<file path="src/rtl/alu_insn_encoder_if.sv">
// Request/response bundle for alu_insn_encoder: request side (in_*, operands)
// and buffered instruction side (out_*), plus the illegal-request pulse.
interface alu_insn_encoder_if;
    logic        in_valid;
    logic        in_ready;
    logic [3:0]  alu_op;
    logic        use_imm;
    logic [4:0]  rd;
    logic [4:0]  rs1;
    logic [4:0]  rs2;
    logic [11:0] imm;
    logic        out_valid;
    logic        out_ready;
    logic [31:0] out_insn;
    logic        err_illegal;

    modport master (
        output in_valid, alu_op, use_imm, rd, rs1, rs2, imm, out_ready,
        input  in_ready, out_valid, out_insn, err_illegal
    );

    modport slave (
        input  in_valid, alu_op, use_imm, rd, rs1, rs2, imm, out_ready,
        output in_ready, out_valid, out_insn, err_illegal
    );
endinterface

</file>
<file path="src/rtl/alu_insn_encoder.sv">
// Encodes ALU op + operands into RV32I R/I-type words, buffered in a small FIFO.
// Optional saturating statistics counters when ALU_ENC_STATS_EN is defined.
module alu_insn_encoder #(
    parameter int FIFO_DEPTH = 2,
    parameter int CNT_W      = 16
) (
    input  logic clk,
    input  logic rst_n,
    alu_insn_encoder_if.slave bus
`ifdef ALU_ENC_STATS_EN
    ,
    output logic [CNT_W-1:0] insn_cnt,
    output logic [CNT_W-1:0] err_cnt
`endif
);

    localparam int AW = $clog2(FIFO_DEPTH);
    localparam logic [AW:0] PTR_ONE = (AW+1)'(1);

    localparam logic [6:0] OPC_R = 7'b0110011;
    localparam logic [6:0] OPC_I = 7'b0010011;

    logic [31:0] mem_q [FIFO_DEPTH];
    logic [AW:0] wr_ptr_q, wr_ptr_d;
    logic [AW:0] rd_ptr_q, rd_ptr_d;
    logic        err_q, err_d;

    logic        full, empty;
    logic        accept, push, pop;
    logic        illegal;
    logic [2:0]  funct3;
    logic [6:0]  funct7;
    logic [31:0] insn;

    // Extra MSB distinguishes full from empty when the low bits match.
    assign empty = (wr_ptr_q == rd_ptr_q);
    assign full  = (wr_ptr_q[AW] != rd_ptr_q[AW]) &&
                   (wr_ptr_q[AW-1:0] == rd_ptr_q[AW-1:0]);

    assign bus.in_ready    = !full;
    assign bus.out_valid   = !empty;
    assign bus.out_insn    = empty ? 32'h0 : mem_q[rd_ptr_q[AW-1:0]];
    assign bus.err_illegal = err_q;

    assign accept = bus.in_valid && !full;
    assign push   = accept && !illegal;
    assign pop    = !empty && bus.out_ready;

    always_comb begin
        funct3  = 3'b000;
        funct7  = 7'b0000000;
        illegal = 1'b0;
        case (bus.alu_op)
            4'd0:    funct3 = 3'b000;
            4'd1:    funct7 = 7'b0100000;
            4'd2:    funct3 = 3'b111;
            4'd3:    funct3 = 3'b110;
            4'd4:    funct3 = 3'b100;
            default: illegal = 1'b1;
        endcase
        // There is no SUBI in RV32I.
        if (bus.alu_op == 4'd1 && bus.use_imm)
            illegal = 1'b1;
        if (bus.use_imm)
            insn = {bus.imm, bus.rs1, funct3, bus.rd, OPC_I};
        else
            insn = {funct7, bus.rs2, bus.rs1, funct3, bus.rd, OPC_R};
    end

    always_comb begin
        wr_ptr_d = wr_ptr_q;
        rd_ptr_d = rd_ptr_q;
        err_d    = accept && illegal;
        if (push)
            wr_ptr_d = wr_ptr_q + PTR_ONE;
        if (pop)
            rd_ptr_d = rd_ptr_q + PTR_ONE;
    end

    always_ff @(posedge clk or negedge rst_n) begin
        if (!rst_n) begin
            wr_ptr_q <= '0;
            rd_ptr_q <= '0;
            err_q    <= 1'b0;
        end else begin
            wr_ptr_q <= wr_ptr_d;
            rd_ptr_q <= rd_ptr_d;
            err_q    <= err_d;
        end
    end

    always_ff @(posedge clk or negedge rst_n) begin
        if (!rst_n) begin
            for (int i = 0; i < FIFO_DEPTH; i++)
                mem_q[i] <= 32'h0;
        end else if (push) begin
            mem_q[wr_ptr_q[AW-1:0]] <= insn;
        end
    end

`ifdef ALU_ENC_STATS_EN
    localparam logic [CNT_W-1:0] CNT_ONE = CNT_W'(1);

    logic [CNT_W-1:0] insn_cnt_q, insn_cnt_d;
    logic [CNT_W-1:0] err_cnt_q, err_cnt_d;

    always_comb begin
        insn_cnt_d = insn_cnt_q;
        err_cnt_d  = err_cnt_q;
        if (push && insn_cnt_q != '1)
            insn_cnt_d = insn_cnt_q + CNT_ONE;
        if (accept && illegal && err_cnt_q != '1)
            err_cnt_d = err_cnt_q + CNT_ONE;
    end

    always_ff @(posedge clk or negedge rst_n) begin
        if (!rst_n) begin
            insn_cnt_q <= '0;
            err_cnt_q  <= '0;
        end else begin
            insn_cnt_q <= insn_cnt_d;
            err_cnt_q  <= err_cnt_d;
        end
    end

    assign insn_cnt = insn_cnt_q;
    assign err_cnt  = err_cnt_q;
`endif

endmodule

</file>
<file path="src/flat_wrapper.sv">
// flat-port wrapper written by rule: the top's interface ports become plain ports
module alu_insn_encoder_flat 
#(
    parameter int FIFO_DEPTH = 2,
    parameter int CNT_W      = 16
)
  (clk, rst_n, bus_in_valid, bus_alu_op, bus_use_imm, bus_rd, bus_rs1, bus_rs2, bus_imm, bus_out_ready, bus_in_ready, bus_out_valid, bus_out_insn, bus_err_illegal);
  alu_insn_encoder_if bus_i ();
  input  logic clk;
  input  logic rst_n;
  input wire logic [$bits(bus_i.in_valid)-1:0] bus_in_valid;
  input wire logic [$bits(bus_i.alu_op)-1:0] bus_alu_op;
  input wire logic [$bits(bus_i.use_imm)-1:0] bus_use_imm;
  input wire logic [$bits(bus_i.rd)-1:0] bus_rd;
  input wire logic [$bits(bus_i.rs1)-1:0] bus_rs1;
  input wire logic [$bits(bus_i.rs2)-1:0] bus_rs2;
  input wire logic [$bits(bus_i.imm)-1:0] bus_imm;
  input wire logic [$bits(bus_i.out_ready)-1:0] bus_out_ready;
  output wire logic [$bits(bus_i.in_ready)-1:0] bus_in_ready;
  output wire logic [$bits(bus_i.out_valid)-1:0] bus_out_valid;
  output wire logic [$bits(bus_i.out_insn)-1:0] bus_out_insn;
  output wire logic [$bits(bus_i.err_illegal)-1:0] bus_err_illegal;
  assign bus_i.in_valid = bus_in_valid;
  assign bus_i.alu_op = bus_alu_op;
  assign bus_i.use_imm = bus_use_imm;
  assign bus_i.rd = bus_rd;
  assign bus_i.rs1 = bus_rs1;
  assign bus_i.rs2 = bus_rs2;
  assign bus_i.imm = bus_imm;
  assign bus_i.out_ready = bus_out_ready;
  assign bus_in_ready = bus_i.in_ready;
  assign bus_out_valid = bus_i.out_valid;
  assign bus_out_insn = bus_i.out_insn;
  assign bus_err_illegal = bus_i.err_illegal;
  alu_insn_encoder #(.FIFO_DEPTH(FIFO_DEPTH), .CNT_W(CNT_W)) u_core (.clk(clk), .rst_n(rst_n), .bus(bus_i));
endmodule
</file>
<file path="config.mk">
export PLATFORM = sky130hd
export DESIGN_NAME = alu_insn_encoder_flat
export DESIGN_NICKNAME = d
export VERILOG_FILES = /design/src/rtl/alu_insn_encoder_if.sv /design/src/rtl/alu_insn_encoder.sv /design/src/flat_wrapper.sv
export SDC_FILE = /design/constraint.sdc
export NUM_CORES = 1
export LEC_CHECK = 0
export ABC_CLOCK_PERIOD_IN_PS = 3000
export CAP_MARGIN = 20
export CELL_PAD_IN_SITES_DETAIL_PLACEMENT = 0
export CELL_PAD_IN_SITES_GLOBAL_PLACEMENT = 1
export CORE_UTILIZATION = 40
export DETAILED_ROUTE_END_ITERATION = 12
export PLACE_DENSITY = 0.79
export SYNTH_ARGS = -nofsm -noshare
export SYNTH_HDL_FRONTEND = slang
export SYNTH_SLANG_ARGS = --single-unit
</file>
<file path="constraint.sdc">
create_clock -name clk -period 3 [get_ports clk]
set_input_delay 0.3 -clock clk [delete_from_list [all_inputs] [get_ports clk]]
set_output_delay 0.3 -clock clk [all_outputs]
set_load 0.1 [all_outputs]
</file>
Word level (Yosys, flattened, before mapping)
Index checks and enable logic that the tools add are counted.

word-level totals
  flip-flop bits (word level) = 69
  bits in latches = 0
  word-level logic and storage cells = 43
  input bits = 36
  output and inout port bits = 35
  ROM bits = 0
  memories kept = 0
  RAM bits = 0

operators by class
  muxes and demuxes = 12
  bitwise gates (word level) = 2
  divide/modulo/power cells = 0
  shift operators = 0
  $lt $le $gt $ge = 3
  eq/ne operators = 7
  add/sub/neg operators = 2
  reduce and logical (&&, ||, !) cells = 12
  $mul = 0

operators with widths
  kind                                                                   count
  32-bit two-way mux                                                     6
  64-bit bitwise mux                                                     1
  32-bit demux with 1-bit select                                         1
  3-bit one-hot mux with 3 select lines                                  1
  4-bit by 2-bit equality test with 1-bit output, second input constant  2
  1-bit logical AND                                                      7
  6-bit two-way mux                                                      1
  5-bit OR reduction                                                     1
  2-bit by 1-bit adder with 2-bit output, second input constant          2
  4-bit by 1-bit equality test with 1-bit output, second input constant  1
  4-bit by 3-bit equality test with 1-bit output, second input constant  1
  2-bit >= comparator, second input constant                             2
  4-bit zero test                                                        1
  1-bit NOT with 2-bit output                                            2
  1-bit zero test                                                        3
  2-bit equality test                                                    1
  2-bit by 1-bit < comparator with 1-bit output, second input constant   1
  1-bit two-way mux                                                      2
  1-bit equality test                                                    1
  1-bit inequality test                                                  1

Longest topological paths before layout
Gate-level depths: netlist of the first run.

  word-level depth = 6
  depth in mapped cells = 6
  gate-level depth less buffers = 5

Worst setup path before layout of the first run
Ideal clock, no wire load.

  path kind = register to output
  from = register u_core.rd_ptr_q[0]
  to = output port bus_out_insn[1]
  path slack = -0.159 ns
  data required time = 2.700 ns
  buffers on the path = 3
  arrival time = 2.859 ns
  stages on the path, launching flop included = 6
  cell sequence = dfrtp_1 buf_2 clkbuf_1 mux2i_1 nor2_1 buf_4

between the ends
  cells in the longest elaborated chain, start to end = 5
  elaborated cells between the ends (all ways) = 6
  those cells by class = eq/ne (1); mux (4); bitwise (1)

RTL lines
  item                                                   RTL line                RTL
  from (decl)                                            alu_insn_encoder.sv:25  logic [AW:0] rd_ptr_q, rd_ptr_d;
  from (signal assigned)                                 alu_insn_encoder.sv:87  rd_ptr_q <= rd_ptr_d;
  1-bit NOT with 2-bit output (implied by the code)      alu_insn_encoder.sv:42  assign bus.out_insn = empty ? 32'h0 : mem_q[rd_ptr_q[AW-1:0]];
  32-bit two-way mux (implied by the code) (3 in a row)  alu_insn_encoder.sv:42
  32-bit two-way mux (*)                                 alu_insn_encoder.sv:42
  to (decl)                                              flat_wrapper.sv:21      output wire logic [$bits(bus_i.out_insn)-1:0] bus_out_insn;

Mark *: on every way between the ends. The rest lies on a longest branch, timed or not. The select of a mux whose other input is x is not followed.

Worst setup path in the final report of the first run
  from = register u_core.rd_ptr_q[0]
  to = output port bus_out_insn[12]

The elaborated chain is that of the path after synthesis.

==> reports/metrics.csv, run 1 <==
metric,value,unit
pin count of the biggest net entering global routing,42,
"worst slack, placed",0.6469,ns
metal2 WL,3.014,mm
Fin. Hold Viols,0,
Core Area,6869,sq um
grt total ovfl,0,
register area share after synthesis,0.5108,
max-slew violations,0,
Post-Syn Instances,230,
Final Worst Setup Slack,0.5343,ns
CTS Buffer Depth,2,
post-route ant nets,0,
critical path endpoint category,output port,
Detailed Route WL,5.863,mm
cell at the root of the clock tree,clkbuf_8,
worst path arrival time,2.17,ns
Die ar.,7570,sq um
global-route wire length before repair,9.735,mm
post-DR wirelength/cell,14.66,microns
Worst Path Required,2.70,ns
initial antenna violation count,0,
H-tree depth,3,
Final #Nets,335,
DRT Pass-1 Iters,4,
post-CTS setup buffer count,0,
diodes inserted,0,
initial drt markers,53,
CP Class,flop to output port,
routed via count,1893,
Ys Warns,0,
starting density of the core,0.4208,
fraction of layout cells with a size suffix above 1,0.3783,
synthesized cell area,2890,sq um
Layout area overhead,38.48,%
Max Used Layer,met4,
vias per inst,4.733,
cell total after placement,384,
Worst Max-Slew Pin Slew,0.9573,ns
fin util,0.5827,
die height,87.01,microns
period utilization,0.8219,
Startpoint Class,flop,
row count,30,
clock tree from TritonCTS,done,
Post-Layout Cell Count,400,
Finish-stage setup viols,0,
post-detail-place hpwl,4.015,mm
met1 WL,2.569,mm
Yosys reg bits,59,
CTS sink count,59,
RSZ-0062 raised after global routing,false,
Max-Cap Viols,0,
Worst slew margin,0.3598,
TNS Setup,0,ns
clk slew on worst S/H paths,0.07,ns
DRC,0,
synthesized area per cell,12.57,sq um
FILL cells,584,
hold_buf cts,0,
IO Pins,71,
Final Skew,0.005788,ns
critical path peak fanout,14,
met3 WL,166,microns
port buffer count,67,
status,"complete, no violations",
crit path time final,2.466,ns
Worst Hold Class,primary input to async pin,
TritonCTS Buffers,9,
All-Layer GR Usage,0.1727,
Yosys cell types,30,
"Clk Latency, worst-skew pair",0.34,ns
Die X,87.01,microns
vias in the first global route,2030,
Placer Congestion,0.7235,
Fmax,405.6,MHz
PostCTS Resize Cnt,0,
==> worst max-delay path, stage by stage, from the launching register on <==
cell,delay (ns)
dfrtp_2,0.56
xor2_2,0.22
nor2_2,0.41
buf_4,0.31
nor2_1,0.09
buf_4,0.24
==> through the flow <==
| step | hold slack [ns] | cell area [sq um] |
|---|---|---|
| 2_1_floorplan | 0.004409 | 2900 |
| 3_3_place_gp | 0.4511 | 3786 |
| 3_5_place_dp | 0.4535 | 3786 |
| 4_1_cts | 0.1228 | 4003 |
| 5_1_grt | 0.1619 | 4003 |
| 6_report | 0.09817 | 4003 |
==> cell usage after synthesis <==
cell type / number / area, sq um
a21o_1: 1 / 7.510
a21oi_1: 1 / 5.000
and2_1: 6 / 37.54
buf_1: 1 / 3.750
buf_2: 6 / 30.03
buf_4: 5 / 37.54
buf_6: 3 / 33.78
clkbuf_1: 3 / 11.26
conb_1: 1 / 3.750
dfrtp_1: 59 / 1476
inv_1: 3 / 11.26
mux2_1: 3 / 33.78
mux2_2: 52 / 585.6
mux2i_1: 30 / 300.3
nand2_1: 3 / 11.26
nand2b_1: 3 / 18.77
nand3_1: 1 / 5.000
nand3b_1: 1 / 7.510
nand4_4: 1 / 21.27
nor2_1: 32 / 120.1
nor2b_1: 1 / 6.260
nor3_1: 1 / 5.000
nor3_4: 1 / 16.27
nor3b_1: 1 / 7.510
o21ai_0: 2 / 10.01
o21ai_2: 1 / 8.760
or2_2: 1 / 6.260
xnor2_1: 5 / 43.79
xor2_1: 1 / 8.760
xor2_2: 1 / 16.27
==> routing by layer <==
metal | vias to the layer above | GRT usage
met5 | - | 0
met4 | 0 | 0.08636
met3 | 7 | 0.03981
met2 | 35 | 0.3028
met1 | 943 | 0.1973
li1 | 908 | -
==> path summary, 6_finish.rpt <==
path / from / end / slack [ns] / cells after the start
min in group clk: u_core.mem_q[36] / u_core.mem_q[36] / 0.47 / 1
hold / removal: rst_n / u_core.mem_q[61] / 0.1 / 1
hold reg to reg: u_core.mem_q[36] / u_core.mem_q[36] / 0.47 / 1
max in group asynchronous: rst_n / u_core.mem_q[10] / 2.10 / 2
setup reg to reg: u_core.rd_ptr_q[0] / u_core.mem_q[13] / 1.04 / 4
setup / recovery: u_core.rd_ptr_q[0] / bus_out_insn[12] / 0.53 / 5
==> placed cells by master (no fill, tap or decap), types with 3 or more instances in the layout <==
| cell | n |
|---|---|
| dfrtp_1 | 58 |
| mux2_2 | 52 |
| clkdlybuf4s50_1 | 35 |
| mux2i_1 | 30 |
| nor2_1 | 30 |
| buf_4 | 19 |
| buf_12 | 19 |
| clkbuf_8 | 9 |
| and2_1 | 6 |
| xnor2_1 | 5 |
| inv_1 | 3 |
| nand2_1 | 3 |
| nand2b_1 | 3 |
| mux2_1 | 3 |
| conb_1 | 3 |
| clkinvlp_4 | 3 |
==> registers in the layout, indices dropped and copies added (netlist names) <==
| signal | cells |
|---|---|
| u_core.wr_ptr_q | 2 |
| u_core.rd_ptr_q | 2 |
| u_core.bus.err_illegal | 1 |
| u_core.mem_q | 54 |
==> kinds of logic after synthesis <==
| kind of cell | Yosys count | share of synthesized area |
|---|---|---|
| mux | 85 | 0.3182 |
| compound gates | 5 | 0.01082 |
| simple gates | 52 | 0.09092 |
| xor+xnor | 7 | 0.02381 |
| flops | 59 | 0.5108 |
| other cells | 1 | 0.001297 |
| buf+inv | 21 | 0.04416 |
==> final cells by class <==
class / count / area [sq um] / share of cell area
multi-input combinational: 152 / 1299 / 0.3245
timing repair buffer: 74 / 878.3 / 0.2194
clock inverter: 7 / 92.59 / 0.02313
clock buffer: 9 / 123.9 / 0.03095
inverter: 3 / 11.26 / 0.002813
sequential: 59 / 1478 / 0.3692
tap: 96 / 120.1 / 0.03001
Power of run 1 is left out: the tool's default activity adds up to more than one toggle a clock period on the data nets, which glitch-free logic cannot reach.
==> run 2: changes to the inputs <==
--- a/config.mk
+++ b/config.mk
@@ -5,13 +5,13 @@
 export SDC_FILE = /design/constraint.sdc
 export NUM_CORES = 1
 export LEC_CHECK = 0
-export ABC_CLOCK_PERIOD_IN_PS = 3000
+export ABC_CLOCK_PERIOD_IN_PS = 2500
 export CAP_MARGIN = 20
 export CELL_PAD_IN_SITES_DETAIL_PLACEMENT = 0
 export CELL_PAD_IN_SITES_GLOBAL_PLACEMENT = 1
-export CORE_UTILIZATION = 40
+export CORE_UTILIZATION = 39
 export DETAILED_ROUTE_END_ITERATION = 12
-export PLACE_DENSITY = 0.79
+export PLACE_DENSITY = 0.78
 export SYNTH_ARGS = -nofsm -noshare
 export SYNTH_HDL_FRONTEND = slang
 export SYNTH_SLANG_ARGS = --single-unit
==> constraint.sdc (replaced) <==
create_clock -name clk -period 2.5 [get_ports clk]
set_input_delay 0.25 -clock clk [delete_from_list [all_inputs] [get_ports clk]]
set_output_delay 0.25 -clock clk [all_outputs]
set_load 0.1 [all_outputs]
==> run 2 against run 1 <==
Compared with the run above: via count rose by 1.8%; largest cell class unchanged; final area grew 4.7%; cell count up 1.8%; critical endpoint is now bus_out_insn[29]; sequential cell count stayed put.
==> reports/metrics.csv, run 2 (synthesized netlist as in run 1, its figures left out) <==
metric,value,unit,change
max-slew violations,0,,unchanged
initial antenna violation count,0,,unchanged
All-Layer GR Usage,0.1689,,-0.003754
Max-Cap Viols,0,,unchanged
flop-to-flop setup slack,0.64,ns,-0.40 ns
"Clk Latency, worst-skew pair",0.33,ns,about the same
Placer Congestion,0.7529,,+4.1%
post-route ant nets,0,,unchanged
DRC,0,,unchanged
RSZ-0062 raised after global routing,false,,
routed via count,1928,,+1.8%
Worst Setup SP,u_core.rd_ptr_q[0],,
most frequent cells in the layout,"dfrtp_1 (58), mux2_2 (52), clkdlybuf4s50_1 (34)",,
critical path endpoint category,output port,,
worst path arrival time,1.90,ns,-0.27 ns
Final Cell Area,4189,sq um,+4.7%
Fmax,465.6,MHz,
Fin. Hold Viols,0,,unchanged
cell at the root of the clock tree,clkbuf_8,,
Final #Nets,339,,+1.2%
crit path time final,2.148,ns,
initial drt markers,66,,+25%
port buffer count,67,,unchanged
critical path peak fanout,16,,+2
post-DR wirelength/cell,14.33,microns,-2.2%
top flop regs,"u_core.mem_q x54, u_core.rd_ptr_q x2, u_core.wr_ptr_q x2",,
DRT Pass-1 Iters,4,,unchanged
Core Area,7214,sq um,+5.0%
reg2reg start,u_core.rd_ptr_q[1],,
status,"complete, no violations",,
Finish-stage setup viols,0,,unchanged
R2R cell count,5,,+1
global-route wire length before repair,9.742,mm,about the same
Final Skew,0.007902,ns,+0.002114 ns
post-detail-place hpwl,4.237,mm,+5.5%
Detailed Route WL,5.832,mm,-0.53%
vias in the first global route,1969,,-3.0%
CTS Buffer Depth,2,,unchanged
Post-Place Cell Area,3985,sq um,+5.3%
row count,31,,+3.3%
Die ar.,7759,sq um,+2.5%
pin count of the biggest net entering global routing,23,,-45%
Die X,88.09,microns,+1.2%
r2r endpoint,u_core.mem_q[15],,
IO Pins,71,,unchanged
Worst Path Required,2.25,ns,-0.45 ns
diodes inserted,0,,unchanged
grt total ovfl,0,,unchanged
"Most flops, register",u_core.mem_q,,
vias per inst,4.737,,about the same
TritonCTS Buffers,9,,unchanged
"commonest non-fill, non-tap cell in the layout",dfrtp_1,,
starting density of the core,0.4006,,-0.02014
PostCTS Resize Cnt,0,,unchanged
Worst Hold Class,primary input to async pin,,
max reg flops,54,,unchanged
die height,88.09,microns,+1.2%
Startpoint Class,flop,,
H-tree depth,3,,unchanged
fraction of layout cells with a size suffix above 1,0.3929,,+0.01457
FILL cells,624,,+6.8%
Layout area overhead,44.94,%,
CTS sink count,59,,unchanged
period utilization,0.8591,,
clock tree from TritonCTS,done,,
CP Class,flop to output port,,
Worst Setup EP,bus_out_insn[29],,
clk slew on worst S/H paths,0.07,ns,about the same
==> run 2: cell types whose count changed in the layout (fill, tap and decap cells not counted) <==
cell / delta
buf_12: +13
buf_4: -9
nor2_1: -3
clkinvlp_4: -2
nor2_2: +2
bufinv_16: -1
clkbuf_1: +1
clkbuf_8: +1
clkdlybuf4s50_1: -1
clkinv_2: +1
dlygate4sd3_1: +1
nor2_4: +1
==> run 2: metrics by stage <==
stage	std cells	TNS, ns	hold WS, ns	setup WS (ns)	utilization
CTS	407	0	0.4153	0.3222	0.5806
global route	407	0	0.4537	0.2488	0.5806
detailed placement	390	0	0.2366	0.3854	0.5524
floorplan	232	-1.429	-0.04559	-0.09261	-
finish	407	0	0.4122	0.3523	0.5806
global placement	390	0	0.2328	0.4113	0.5524
==> run 2: what timing repair did <==
item                                   4_1_cts  5_1_grt
endpoints found under the hold margin       20        0
buffers inserted                             0        0
hold buffers                                 1        0
==> run 2: critical path, stage by stage (launching register included) <==
cell	delay [ns]
dfrtp_2	0.39
buf_4	0.25
xor2_2	0.20
nor2_2	0.06
buf_4	0.21
nor2_1	0.24
buf_12	0.21
==> run 2: layer usage <==
metal | wire length (microns) | global-route usage
met1 | 2614 | 0.2200
met2 | 2939 | 0.2741
met3 | 185 | 0.03959
met4 | 93 | 0.06598
met5 | 0 | 0
==> run 2: worst min-delay path by stage <==
stage          startpoint                endpoint  slack [ns]  cells past startpoint
2_1_floorplan       rst_n  u_core.bus.err_illegal       -0.05                      0
3_3_place_gp        rst_n        u_core.mem_q[56]        0.23                      1
3_5_place_dp        rst_n        u_core.mem_q[56]        0.24                      1
4_1_cts             rst_n        u_core.mem_q[55]        0.42                      2
5_1_grt             rst_n         u_core.mem_q[5]        0.45                      2
6_report            rst_n        u_core.mem_q[55]        0.41                      2
==> run 2: cell type report <==
cell class	instances	area, sq um	share of cell area
clock buffer	11	141.4	0.03375
clock inverter	5	52.55	0.01254
inverter	3	11.26	0.002688
multi-input combinational	152	1311	0.3130
sequential	59	1478	0.3527
tap	99	123.9	0.02957
timing repair buffer	78	1071	0.2557
Power of run 2 is left out for the same reason.
==> run 3: changes to the inputs <==
--- a/config.mk
+++ b/config.mk
@@ -9,9 +9,10 @@
 export CAP_MARGIN = 20
 export CELL_PAD_IN_SITES_DETAIL_PLACEMENT = 0
 export CELL_PAD_IN_SITES_GLOBAL_PLACEMENT = 1
-export CORE_UTILIZATION = 39
+export CORE_UTILIZATION = 40
 export DETAILED_ROUTE_END_ITERATION = 12
-export PLACE_DENSITY = 0.78
+export DONT_BUFFER_PORTS = 1
+export PLACE_DENSITY = 0.63
 export SYNTH_ARGS = -nofsm -noshare
 export SYNTH_HDL_FRONTEND = slang
 export SYNTH_SLANG_ARGS = --single-unit
==> run 3 against run 2 <==
Compared with the run above: routed wire length down 0.21%; cell count down 11%; non-clock buffer count down 39; final area down 9.6%; register-to-register slack worse by 0.18 ns; worst setup slack better by 0.019 ns; sequential cell count unchanged; count of clock-buffer cells in the layout up 3; critical path type unchanged; critical endpoint is now bus_out_insn[4].
==> reports/metrics.csv, run 3 (synthesized netlist as in run 1, its figures left out) <==
metric,value,unit,change
status,"complete, no violations",,
Layout area overhead,31.08,%,
crit path time final,2.129,ns,-0.01859 ns
clock tree from TritonCTS,done,,
critical path endpoint category,output port,,
TritonCTS Buffers,9,,unchanged
fraction of layout cells with a size suffix above 1,0.5112,,+0.1183
Die ar.,7570,sq um,-2.4%
Max-Cap Viols,0,,unchanged
hold path cells,1,,
Final Skew,0.007135,ns,-0.0007667 ns
vias in the first global route,1971,,+0.10%
Worst Hold Class,primary input to flop,,
grt total ovfl,0,,unchanged
Worst Path Required,2.25,ns,about the same
routed via count,1792,,-7.1%
CTS sink count,59,,unchanged
clk slew on worst S/H paths,0.06,ns,about the same
R2R cell count,5,,unchanged
Core Area,6869,sq um,-4.8%
H-tree depth,3,,unchanged
DRT Pass-1 Iters,4,,unchanged
DRC,0,,unchanged
"commonest non-fill, non-tap cell in the layout",dfrtp_1,,
reg2reg start,u_core.wr_ptr_q[0],,
initial antenna violation count,0,,unchanged
period utilization,0.8517,,-0.007436
vias per inst,4.923,,+3.9%
Startpoint Class,flop,,
Finish-stage setup viols,0,,unchanged
Worst slew margin,0.4149,,
IO Pins,71,,unchanged
global-route wire length before repair,9.618,mm,-1.3%
Placer Congestion,0.6615,,-12%
diodes inserted,0,,unchanged
"Clk Latency, worst-skew pair",0.33,ns,about the same
max reg flops,54,,unchanged
slowest cell delay on critical path,0.55,ns,+0.16 ns
top flop regs,"u_core.mem_q x54, u_core.rd_ptr_q x2, u_core.wr_ptr_q x2",,
hold_buf cts,3,,+2
post-route ant nets,0,,unchanged
FILL cells,591,,-5.3%
starting density of the core,0.4208,,+0.02014
hold path start,bus_rd[0],,
RSZ-0062 raised after global routing,false,,
Post-Layout Cell Count,364,,-11%
Detailed Route WL,5.820,mm,-0.21%
flop-to-flop setup slack,0.46,ns,-0.18 ns
most frequent cells in the layout,"dfrtp_1 (58), mux2_2 (52), mux2i_1 (30)",,
slowest CP cell,dfrtp_1,,
worst path arrival time,1.88,ns,-0.02 ns
Multi-input gate area,1374,sq um,+4.8%
r2r endpoint,u_core.mem_q[50],,
Worst Max-Slew Pin Slew,0.8782,ns,
CP Class,flop to output port,,
Final #Nets,300,,-12%
register area,1478,sq um,unchanged
post-detail-place hpwl,4.013,mm,-5.3%
die height,87.01,microns,-1.2%
initial drt markers,31,,-53%
post-DR wirelength/cell,15.99,microns,+12%
worst hold slack,0.06116,ns,-0.3510 ns
Die X,87.01,microns,-1.2%
All-Layer GR Usage,0.1708,,+0.001843
"Most flops, register",u_core.mem_q,,
max-slew violations,0,,unchanged
post-CTS setup buffer count,0,,unchanged
port buffer count,0,,-100%
Fmax,469.7,MHz,+0.87%
pin count of the biggest net entering global routing,60,,+160%
row count,30,,-3.2%
critical path peak fanout,15,,-1
cell at the root of the clock tree,clkbuf_8,,
PostCTS Resize Cnt,0,,unchanged
Fin. Hold Viols,0,,unchanged
CTS Buffer Depth,2,,unchanged
cell total after placement,346,,-11%
cell chain of the critical path,xor2_2 -> nor2_4 -> buf_4 -> nor2_4 -> buf_4,,
Hold Path Sink,u_core.mem_q[39],,
[run 3: cell types whose count changed in the layout (fill, tap and decap cells not counted), sizes merged]
cell | before | now
buf | 43 | 37
clkbuf | 11 | 14
clkdlybuf4s50 | 34 | 0
clkinv | 3 | 0
clkinvlp | 1 | 0
dlygate4sd3 | 1 | 2
[run 3: per-stage QoR]
stage	TNS [ns]	area (sq um)	setup WS, ns	utilization
floorplan	-1.429	2913	-0.09261	-
global placement	0	3528	0.4778	0.5137
detailed placement	0	3528	0.4466	0.5137
CTS	0	3789	0.3500	0.5515
global route	0	3789	0.2833	0.5515
finish	0	3789	0.3709	0.5515
[run 3: final cells by class]
class	instances	share of cell area
sequential	59	0.3900
clock inverter	1	0.007926
tap	96	0.03170
inverter	3	0.002972
clock buffer	14	0.04822
timing repair buffer	39	0.1565
multi-input combinational	152	0.3626
[run 3: critical path, delay by kind of cell (launching register included)]
family                 cells  cell delay, ns
XOR/XNOR                   1            0.26
flip-flops                 1            0.55
AND/OR/NAND/NOR            2            0.21
buffers and inverters      2            0.52
[run 3: metal layers]
metal	share of wire	wire length, microns	global-route usage
met5	0	0	0
met4	0.0098	57	0.05909
met3	0.047	274	0.04739
met2	0.50	2917	0.2756
met1	0.44	2571	0.2209
[run 3: worst max-delay path by stage]
stage	start	end	slack [ns]
2_1_floorplan	u_core.rd_ptr_q[0]	bus_out_insn[13]	-0.09
3_3_place_gp	u_core.wr_ptr_q[0]	u_core.mem_q[55]	0.48
3_5_place_dp	u_core.wr_ptr_q[0]	u_core.mem_q[50]	0.45
4_1_cts	u_core.wr_ptr_q[0]	bus_out_insn[4]	0.35
5_1_grt	u_core.rd_ptr_q[0]	bus_out_insn[13]	0.28
6_report	u_core.wr_ptr_q[0]	bus_out_insn[4]	0.37
Power of run 3 is left out for the same reason.
